===== src/rtl/sub32_serial.sv =====
// sub32_serial
// -----------------------------------------------------------------------------
// Multi-cycle unsigned subtractor with borrow-in/borrow-out:
//   diff = a - b - borrow_in  (mod 2^WIDTH)
// It handles one DIGIT_W-bit slice per clock, least significant slice first.
// Internally the subtraction runs as an add of the inverted subtrahend with
// carry = ~borrow.
//
// Optional feature: define SUB32_OVF_EN to add the overflow_o port, which is
// the signed-overflow flag.
//
// Handshake (both sides): a transfer happens on a rising edge where valid and
// ready are both high. A producer holds valid and data until that edge. The
// consumer may drive ready independently of valid.
//
// Ports:
//   clk_i       clock, rising edge
//   rst_i       asynchronous active-high reset
//   a_i, b_i    minuend / subtrahend (WIDTH)
//   borrow_i    borrow-in
//   valid_i     input operands valid
//   ready_o     block can accept operands (state IDLE)
//   diff_o      registered difference (WIDTH)
//   borrow_o    registered borrow-out, 1 when a < b + borrow_i
//   valid_o     result valid (state DONE)
//   ready_i     downstream accepts result
//   overflow_o  signed overflow (only with SUB32_OVF_EN)
module sub32_serial #(
    parameter int WIDTH   = 32,
    parameter int DIGIT_W = 4
) (
    input  logic             clk_i,
    input  logic             rst_i,
    input  logic [WIDTH-1:0] a_i,
    input  logic [WIDTH-1:0] b_i,
    input  logic             borrow_i,
    input  logic             valid_i,
    output logic             ready_o,
    output logic [WIDTH-1:0] diff_o,
    output logic             borrow_o,
    output logic             valid_o,
    input  logic             ready_i
`ifdef SUB32_OVF_EN
    ,
    output logic             overflow_o
`endif
);

    localparam int STEPS = WIDTH / DIGIT_W;
    localparam int CNT_W = (STEPS > 1) ? $clog2(STEPS) : 1;
    localparam logic [CNT_W-1:0] LAST_CNT = CNT_W'(STEPS - 1);

    typedef enum logic [1:0] {
        S_IDLE = 2'd0,
        S_RUN  = 2'd1,
        S_DONE = 2'd2
    } state_t;

    state_t             state_q;
    logic [WIDTH-1:0]   a_q;
    logic [WIDTH-1:0]   b_q;
    logic               carry_q;
    logic [CNT_W-1:0]   cnt_q;
    logic [WIDTH-1:0]   acc_q;      // partial difference, built slice by slice
    logic [WIDTH-1:0]   acc_d;
    logic [WIDTH-1:0]   diff_q;
    logic               borrow_q;
`ifdef SUB32_OVF_EN
    logic               ovf_q;
`endif

    logic [DIGIT_W-1:0] a_sl;
    logic [DIGIT_W-1:0] b_sl;
    logic [DIGIT_W:0]   sum_w;      // MSB is the carry out of this slice
    int                 slice_lo;

    // One slice step: a + ~b + carry. The carry is the inverted borrow.
    always_comb begin
        slice_lo = int'(cnt_q) * DIGIT_W;
        a_sl     = a_q[slice_lo +: DIGIT_W];
        b_sl     = b_q[slice_lo +: DIGIT_W];
        sum_w    = {1'b0, a_sl} + {1'b0, ~b_sl} + {{DIGIT_W{1'b0}}, carry_q};
        acc_d    = acc_q;
        acc_d[slice_lo +: DIGIT_W] = sum_w[DIGIT_W-1:0];
    end

    always_ff @(posedge clk_i or posedge rst_i) begin
        if (rst_i) begin
            state_q  <= S_IDLE;
            a_q      <= '0;
            b_q      <= '0;
            carry_q  <= 1'b0;
            cnt_q    <= '0;
            acc_q    <= '0;
            diff_q   <= '0;
            borrow_q <= 1'b0;
`ifdef SUB32_OVF_EN
            ovf_q    <= 1'b0;
`endif
        end else begin
            case (state_q)
                S_IDLE: begin
                    if (valid_i) begin
                        a_q     <= a_i;
                        b_q     <= b_i;
                        carry_q <= ~borrow_i;
                        cnt_q   <= '0;
                        acc_q   <= '0;
                        state_q <= S_RUN;
                    end
                end
                S_RUN: begin
                    acc_q   <= acc_d;
                    carry_q <= sum_w[DIGIT_W];
                    cnt_q   <= cnt_q + CNT_W'(1);
                    if (cnt_q == LAST_CNT) begin
                        // Visible outputs change only here, on DONE entry.
                        diff_q   <= acc_d;
                        borrow_q <= ~sum_w[DIGIT_W];
`ifdef SUB32_OVF_EN
                        ovf_q    <= (a_q[WIDTH-1] != b_q[WIDTH-1]) &&
                                    (acc_d[WIDTH-1] != a_q[WIDTH-1]);
`endif
                        cnt_q    <= '0;
                        state_q  <= S_DONE;
                    end
                end
                S_DONE: begin
                    if (ready_i) begin
                        state_q <= S_IDLE;
                    end
                end
                default: state_q <= S_IDLE;
            endcase
        end
    end

    assign ready_o  = (state_q == S_IDLE);
    assign valid_o  = (state_q == S_DONE);
    assign diff_o   = diff_q;
    assign borrow_o = borrow_q;
`ifdef SUB32_OVF_EN
    assign overflow_o = ovf_q;
`endif

endmodule

===== config.mk =====
export PLATFORM = sky130hd
export DESIGN_NAME = sub32_serial
export DESIGN_NICKNAME = d
export VERILOG_FILES = /design/src/rtl/sub32_serial.sv
export SDC_FILE = /design/constraint.sdc
export NUM_CORES = 1
export LEC_CHECK = 0
export CAP_MARGIN = 15
export CORE_UTILIZATION = 57
export DETAILED_ROUTE_END_ITERATION = 10
export PLACE_DENSITY = 0.85
export SLEW_MARGIN = 20
export SYNTH_ARGS = -nofsm -noshare
export SYNTH_HDL_FRONTEND = slang
export SYNTH_SLANG_ARGS = --single-unit

===== constraint.sdc =====
create_clock -name clk_i -period 11.7 [get_ports clk_i]
set_input_delay 2.34 -clock clk_i [delete_from_list [all_inputs] [get_ports clk_i]]
set_output_delay 2.34 -clock clk_i [all_outputs]
set_load 0.1 [all_outputs]

==> results_dict.tcl, run 1 <==
set metrics [dict create \
    status "complete, no violations" \
    dp_hpwl_um 9270 \
    grt_antenna_before_repair 0 \
    crit_path_max_fanout 5 \
    finalSetupTns_ns 0 \
    htreeDepth 4 \
    whs_ns 0.469 \
    synth_edf_count 0 \
    cpPeakStageDelay_ns 1.14 \
    async_flop_share 1.00 \
    ioPinCount 104 \
    critical_path_required_ns 9.36 \
    grt_max_degree 83 \
    layout_min_cycle_time_ns 4.68 \
    first_global_vias 5273 \
    slowest_stage "clkdlybuf4s50_1" \
    critPathLaunchType "register" \
    synth_ff_type "dfrtp_1" \
    synth_cell_type_count 40 \
    regArea_um2 3380 \
    dieArea_um2 11300 \
    drt_wl_total_um 15000 \
    timing.max_cap.violations 0 \
    clk_latency_ns 0.52 \
    post_cts_resize_count 0 \
    cp.arrival_ns 2.34 \
    post_cts_buffers 0 \
    start_util 0.593 \
    hold_viol_final 0 \
    first_pass_iters 5 \
    multi_input_area_um2 2640 \
    design.core.area_um2 10400 \
    vias 5187 \
    crit_path_end_kind "output pin" \
    synth-seq-cells 135 \
    io_buffers 103 \
    cp_cell_sequence "nand2b_1, inv_1, clkdlybuf4s50_1" \
    drtIter0Drc 327 \
    areaGrowthSynthToFinish_pct 28.2 \
    seq_area_frac_synth 0.547 \
    vias_per_cell 5.78 \
    die_x_um 106 \
    ant_nets 0 \
    clock-sinks 135 \
    num_antenna_cells 0 \
    finalMaxSlewViolations 0 \
    rows 37 \
    grt_pass1_wl_um 25000 \
    finClkSkew_ns 0.00948 \
    worst_pin_slew_ns 1.10 \
    drc 0 \
    cts_tree "yes" \
    ys.warnings.count 0 \
    die_h_um 106 \
    clk_path_buf_depth 2 \
    layout-drive-gt1-share 0.0801 \
    hold_buffers 0 \
    worstSetupPathType "reg -> out" \
    synth_nets 735 \
    cts_root_buf "clkbuf_8" \
    hold_path_class "reg -> reg" \
    finalWeightedCongestion 0.847 \
    avgSynthCellArea_um2 9.44 \
    fillers 669 \
    setup_viol 0 \
    routedWlPerCell_um 16.7 \
    cts_made_buffers 17 \
    path_delay_family "buffers and inverters" \
    clkTransAtPathRegs_ns 0.06 \
    syn_area_um2 6180 \
    nNetsFinal 830 \
    path_buf_inv 2 \
    rsz0062_at_grt "no" \
    overflow 0 \
    track_usage 0.288 \
    slew-limit-headroom 0.264 \
    fmax_mhz 214 \
    syn_inst 654 \
    finalCritPeriodShare 0.400 \
]
[cell usage in the layout (no fill, tap or decap), types with 2 or more instances in the layout]
cell type,netlist,final
inv_2,2,2
nor2_1,29,29
a22o_1,5,5
clkinv_2,0,3
nand2b_1,5,5
clkdlybuf4s50_1,0,103
nor3b_2,1,2
ha_1,10,10
xor2_1,2,2
buf_4,0,6
a21oi_1,26,26
fa_1,2,2
o31ai_1,6,6
dfrtp_1,135,135
nor2b_1,2,2
inv_1,6,5
mux4_2,16,16
a32o_1,6,6
clkbuf_16,0,16
inv_6,0,2
nor3_1,3,3
nand4_1,3,3
a21o_1,2,2
a32oi_1,2,2
and3_1,3,3
mux2i_1,10,10
clkbuf_8,0,4
o21ai_0,39,39
o21ai_1,2,2
a22oi_1,2,2
nand2_1,263,262
bufinv_16,0,4
nand3_1,27,27
[cells in the mapped netlist, types with 3 or more instances]
cell type  instances  area [um^2]
nand2_1          263          987
dfrtp_1          135         3380
o21ai_0           39          195
nor2_1            29          109
nand3_1           27          135
a21oi_1           26          130
clkbuf_1          17         63.8
mux4_2            16          360
buf_2             13         65.1
ha_1              10          125
mux2i_1           10          100
a32o_1             6         60.1
inv_1              6         22.5
o31ai_1            6         45.0
a22o_1             5         43.8
nand2b_1           5         31.3
and3_1             3         18.8
buf_1              3         11.3
nand4_1            3         18.8
nor3_1             3         15.0
[layout make-up]
cell class	count	share of cell area
repair buffers	109	0.136
clock buffers	21	0.0580
flip-flops and latches	135	0.427
clock inverters	11	0.0213
well taps	136	0.0215
multi-input cells	478	0.333
inverters	8	0.00411
[logic make-up after synthesis]
logic type / after synthesis / synth area share
AO/OA/AOI/OAI: 95 / 0.0928
XOR/XNOR: 2 / 0.00284
adder cells (fa/ha/maj): 12 / 0.0267
buffers and inverters: 41 / 0.0276
flip-flops: 135 / 0.547
multiplexers: 26 / 0.0746
AND/OR/NAND/NOR: 343 / 0.229
[state kept, by name (all words and copies together) (netlist names)]
name / flops
state_q: 2
cnt_q: 3
borrow_o: 1
a_q: 32
diff_o: 32
carry_q: 1
acc_q: 32
b_q: 32
[final timing paths]
kind / cells after the start / slack [ns] / from / end
max: 3 / 7.02 / state_q[0] / valid_o
min: 2 / 0.47 / diff_o[7] / diff_o[7]
max reg2reg: 10 / 7.62 / cnt_q[0] / diff_o[31]
min reg2reg: 2 / 0.47 / diff_o[7] / diff_o[7]
max in group asynchronous: 3 / 8.00 / rst_i / diff_o[27]
min in group asynchronous: 2 / 2.29 / rst_i / a_q[17]
[through the flow]
step	std cells	worst slack, ns	utilization	cell area (um^2)
3_3_place_gp	866	7.40	0.700	7290
6_report	898	7.02	0.760	7920
5_1_grt	898	6.98	0.760	7920
4_1_cts	898	7.02	0.760	7920
3_5_place_dp	866	7.31	0.700	7290
2_1_floorplan	654	5.75	-	6180
[worst register-to-register path, stage by stage, from the launching register on]
cell and delay [ns]:
dfrtp_1 0.62, buf_4 0.43, mux4_2 0.56, nand2_1 0.09, nand2_1 0.08, fa_1 0.39
nand2b_1 0.19, a21oi_1 0.18, xor2_1 0.88, nand2_1 0.29, o31ai_1 0.29
[routing by layer]
metal  part of all wire  GRT usage  vias up
li1                   -          -     2386
met1               0.40      0.347     2502
met2               0.51      0.495      252
met3              0.066     0.0625       47
met4              0.029      0.137        0
met5                  0          0        -
Power of run 1 is not shown: default switching activity piles up to over one toggle a cycle in this logic, so the estimate is an artifact.
==> run 2: changes to the inputs <==
Settings changed: CORE_UTILIZATION 57 to 53, PLACE_DENSITY 0.85 to 0.8.
Clock period 11.7 ns to 4.7 ns, I/O delays scaled along.
==> run 2 against run 1 <==
  * Worst setup slack got worse by 6.0 ns
  * Routed wire length fell by 3.7%
  * Clock-buffer cell count rose by 1
  * Critical path depth rose by 8
  * Sequential share of layout area barely moved
  * Register-to-register slack got worse by 6.6 ns
  * Flip-flop and latch count did not move
  * Design area barely moved
  * Die area rose by 7.4%
  * Global-route usage fell by 2.3 points
  * Hold slack barely moved
  * First-iteration DRC count rose by 15%
==> results_dict.tcl, run 2 (same netlist as run 1, synthesis figures left out) <==
set metrics [dict create \
    vias 5152 \
    timing.max_cap.violations 0 \
    clk_latency_ns 0.42 \
    fmax_mhz 271 \
    grt_antenna_before_repair 0 \
    clkTransAtPathRegs_ns 0.06 \
    finClkSkew_ns 0.00607 \
    grt_max_degree 81 \
    setup_viol 0 \
    hold_buffers 0 \
    crit_path_end_kind "register" \
    io_buffers 103 \
    vias_per_cell 5.68 \
    cts_tree "yes" \
    slew-limit-headroom 0.334 \
    clk_path_buf_depth 2 \
    track_usage 0.265 \
    areaGrowthSynthToFinish_pct 28.2 \
    whs_ns 0.469 \
    die_x_um 110 \
    status "complete, no violations" \
    design.core.area_um2 11400 \
    finalMaxSlewViolations 0 \
    drc 0 \
    dp_hpwl_um 9780 \
    post_cts_buffers 0 \
    routedWlPerCell_um 16.0 \
    post-place-ws_ns 1.01 \
    cts_made_buffers 17 \
    htreeDepth 4 \
    clock-sinks 135 \
    cp.arrival_ns 4.00 \
    num_antenna_cells 0 \
    cts_root_buf "clkbuf_16" \
    dieArea_um2 12100 \
    ant_nets 0 \
    finalSetupTns_ns 0 \
    rows 39 \
    worst_pin_slew_ns 0.995 \
    first_global_vias 5052 \
    setup_ws_ns 1.02 \
    start_util 0.543 \
    critical_path_required_ns 5.02 \
    hold_viol_final 0 \
    layout_min_cycle_time_ns 3.68 \
    drt_wl_total_um 14500 \
    die_h_um 110 \
    ioPinCount 104 \
    mostFrequentLayoutCells "262 x nand2_1, 135 x dfrtp_1, 103 x clkdlybuf4s50_1" \
    finalWeightedCongestion 0.870 \
    crit_path_max_fanout 15 \
    overflow 0 \
    first_pass_iters 5 \
    post_cts_resize_count 0 \
    critPathLaunchType "register" \
    final_common_cell "nand2_1" \
    fillers 837 \
    layout-drive-gt1-share 0.0785 \
    grt_pass1_wl_um 24200 \
    drtIter0Drc 376 \
    hold_path_class "reg -> reg" \
    finalCritPeriodShare 0.784 \
    nNetsFinal 833 \
    worstSetupPathType "reg -> reg" \
    rsz0062_at_grt "no" \
]
## run 2: cell types whose count changed in the layout (fill, tap and decap cells not counted), sizes merged
cell	before	now
inv	10	8
buf	6	9
clkinv	4	5
bufinv	4	3
clkbuf	21	22
## run 2: per-stage QoR
| stage | utilization | cell area [um^2] | instances |
|---|---|---|---|
| detailed placement | 0.645 | 7340 | 876 |
| CTS | 0.696 | 7920 | 907 |
| global route | 0.696 | 7920 | 907 |
| floorplan | - | 6180 | 654 |
| global placement | 0.645 | 7340 | 876 |
| finish | 0.696 | 7920 | 907 |
## run 2: cell type report
class / instances / area (um^2) / share of cell area
Sequential cell: 135 / 3380 / 0.427
Multi-Input combinational cell: 478 / 2640 / 0.333
Timing Repair Buffer: 112 / 1110 / 0.140
Clock buffer: 22 / 454 / 0.0574
Tap cell: 143 / 179 / 0.0226
Clock inverter: 9 / 126 / 0.0160
Inverter: 8 / 35.0 / 0.00442
## run 2: path summary, 6_finish.rpt
| kind | from | depth (start not counted) | to | slack [ns] |
|---|---|---|---|---|
| max | cnt_q[0] | 11 | diff_o[26] | 1.02 |
| min | diff_o[23] | 2 | diff_o[23] | 0.47 |
| max reg2reg | cnt_q[0] | 11 | diff_o[26] | 1.02 |
| min reg2reg | diff_o[23] | 2 | diff_o[23] | 0.47 |
| max in group asynchronous | rst_i | 3 | acc_q[7] | 2.91 |
| min in group asynchronous | rst_i | 2 | diff_o[24] | 1.02 |
## run 2: worst max-delay path, cell delays in order, from the launching register on
cell     delay (ns)
dfrtp_1        0.66
buf_4          0.30
mux4_2         0.51
mux2i_1        0.20
fa_1           0.22
inv_1          0.06
fa_1           0.40
xor2_1         0.66
nand2_1        0.22
nor2_1         0.15
a21oi_1        0.06
o21ai_0        0.15
## run 2: routing by layer
metal	wire length, um	GRT usage	vias to the layer above
met1	6130	0.349	2496
met4	339	0.112	0
met3	1010	0.0581	34
met2	7000	0.425	225
met5	0	0	-
li1	-	-	2397
Power of run 2 is left out for the same reason.
==> run 3: changes to the inputs <==
Clock period 4.7 ns to 3.8 ns, I/O delays scaled along.
==> run 3 against run 2 <==
  * Register-to-register slack worse by 0.51 ns
  * Global-route usage down 0.39 points
  * First-iteration DRC count is 24% lower
  * Core utilization about the same
  * Cell count up 0.44%
  * Via count rose by 0.43%
  * Routed wire length rose by 1.3%
  * Die area unchanged
  * Flip-flop and latch count unchanged
  * Critical endpoint is now diff_o[31]
  * Critical path depth decreased by 2
==> results_dict.tcl, run 3 (same netlist as run 1, synthesis figures left out) <==
set metrics [dict create \
    first_global_vias 5065 \
    status "complete, no violations" \
    track_usage 0.261 \
    drt_wl_total_um 14700 \
    clk_path_buf_depth 2 \
    r2r_cells 9 \
    die_x_um 110 \
    finalMaxSlewViolations 0 \
    io_buffers 103 \
    crit_path_max_fanout 18 \
    slew-limit-headroom 0.348 \
    holdPathStages 2 \
    final_common_cell "nand2_1" \
    dp_hpwl_um 9620 \
    rows 39 \
    vias_per_cell 5.68 \
    clk_latency_ns 0.41 \
    ant_nets 0 \
    hold_viol_final 0 \
    worst_pin_slew_ns 0.975 \
    clock-sinks 135 \
    finalSetupTns_ns 0 \
    rsz0062_at_grt "no" \
    vias 5174 \
    grt_antenna_before_repair 0 \
    grt_pass1_wl_um 23800 \
    cpPeakStageDelay_ns 0.86 \
    cp_cell_sequence "mux4_2, nand2_1, nand2_1, fa_1, nand2b_1, a21oi_1, xor2_1, nand2_1, o31ai_1" \
    drtIter0Drc 285 \
    timing.max_cap.violations 0 \
    crit_path_end_kind "register" \
    worstSetupStartpoint "cnt_q[1]" \
    layout_min_cycle_time_ns 3.29 \
    utilization 0.696 \
    fmax_mhz 304 \
    crit_top_cell "nand2_1" \
    post_cts_buffers 0 \
    cts_made_buffers 17 \
    setup_viol 0 \
    grt_use_met1 0.333 \
    rr_endpoint "diff_o[31]" \
    mostFrequentLayoutCells "262 x nand2_1, 135 x dfrtp_1, 101 x clkdlybuf4s50_1" \
    worstSetupPathType "reg -> reg" \
    clkTransAtPathRegs_ns 0.06 \
    hold_buffers 0 \
    first_pass_iters 7 \
    hold_end "diff_o[23]" \
    dieArea_um2 12100 \
    critPathLaunchType "register" \
    nNetsFinal 836 \
    grt_max_degree 75 \
    fillers 864 \
    finalCritPeriodShare 0.866 \
    design.core.area_um2 11400 \
    regToRegSetupSlack_ns 0.51 \
    drc 0 \
    cts_tree "yes" \
    top_usage_layer "met2" \
    start_util 0.543 \
    grt_util_met3 0.0557 \
    layout-drive-gt1-share 0.0911 \
    post_cts_resize_count 0 \
    finClkSkew_ns 0.00666 \
    overflow 0 \
    critical_path_required_ns 4.11 \
    use_met2 0.434 \
    areaGrowthSynthToFinish_pct 28.2 \
    num_antenna_cells 0 \
    die_h_um 110 \
    cp.arrival_ns 3.60 \
    reg2reg_from "cnt_q[1]" \
    slowest_stage "dfrtp_1" \
    cts_root_buf "clkbuf_16" \
    ioPinCount 104 \
    hold_path_class "reg -> reg" \
    routedWlPerCell_um 16.1 \
    hp-start "diff_o[23]" \
    htreeDepth 4 \
    finalWeightedCongestion 0.851 \
]
## run 3: area by class of cell
type | instances | area [um^2] | share of cell area
Sequential cell | 135 | 3380 | 0.427
Multi-Input combinational cell | 478 | 2640 | 0.333
Timing Repair Buffer | 115 | 1130 | 0.143
Clock buffer | 18 | 439 | 0.0555
Tap cell | 143 | 179 | 0.0226
Clock inverter | 14 | 124 | 0.0156
Inverter | 8 | 33.8 | 0.00427
## run 3: routing by layer
metal / share of wire / routed length, um
met1: 0.41 / 6080
met2: 0.50 / 7270
met3: 0.067 / 983
met4: 0.023 / 333
met5: 0 / 0
## run 3: metrics by stage
stage	hold WS [ns]	std cells	worst slack (ns)	cell area (um^2)
6_report	0.466	911	0.509	7920
5_1_grt	0.490	911	0.329	7920
4_1_cts	0.474	911	0.515	7920
3_5_place_dp	0.460	879	0.567	7350
3_3_place_gp	0.454	879	0.759	7350
2_1_floorplan	0.439	654	0.644	6180
## run 3: worst max-delay path by stage
stage | to | cells after the start
4_1_cts | diff_o[31] | 9
3_3_place_gp | diff_o[3] | 10
2_1_floorplan | diff_o[30] | 12
5_1_grt | diff_o[31] | 9
3_5_place_dp | diff_o[31] | 9
6_report | diff_o[31] | 9
## run 3: worst max-delay path, delay by kind of cell, from the launching register on
family                     cells  cell delay [ns]
DFF                            1             0.86
muxes                          1             0.42
AOI/OAI and AO/OA              2             0.47
adders and majority gates      1             0.38
and+or+nand+nor                4             0.56
xor gates and xnor gates       1             0.49
Power of run 3 is left out for the same reason.
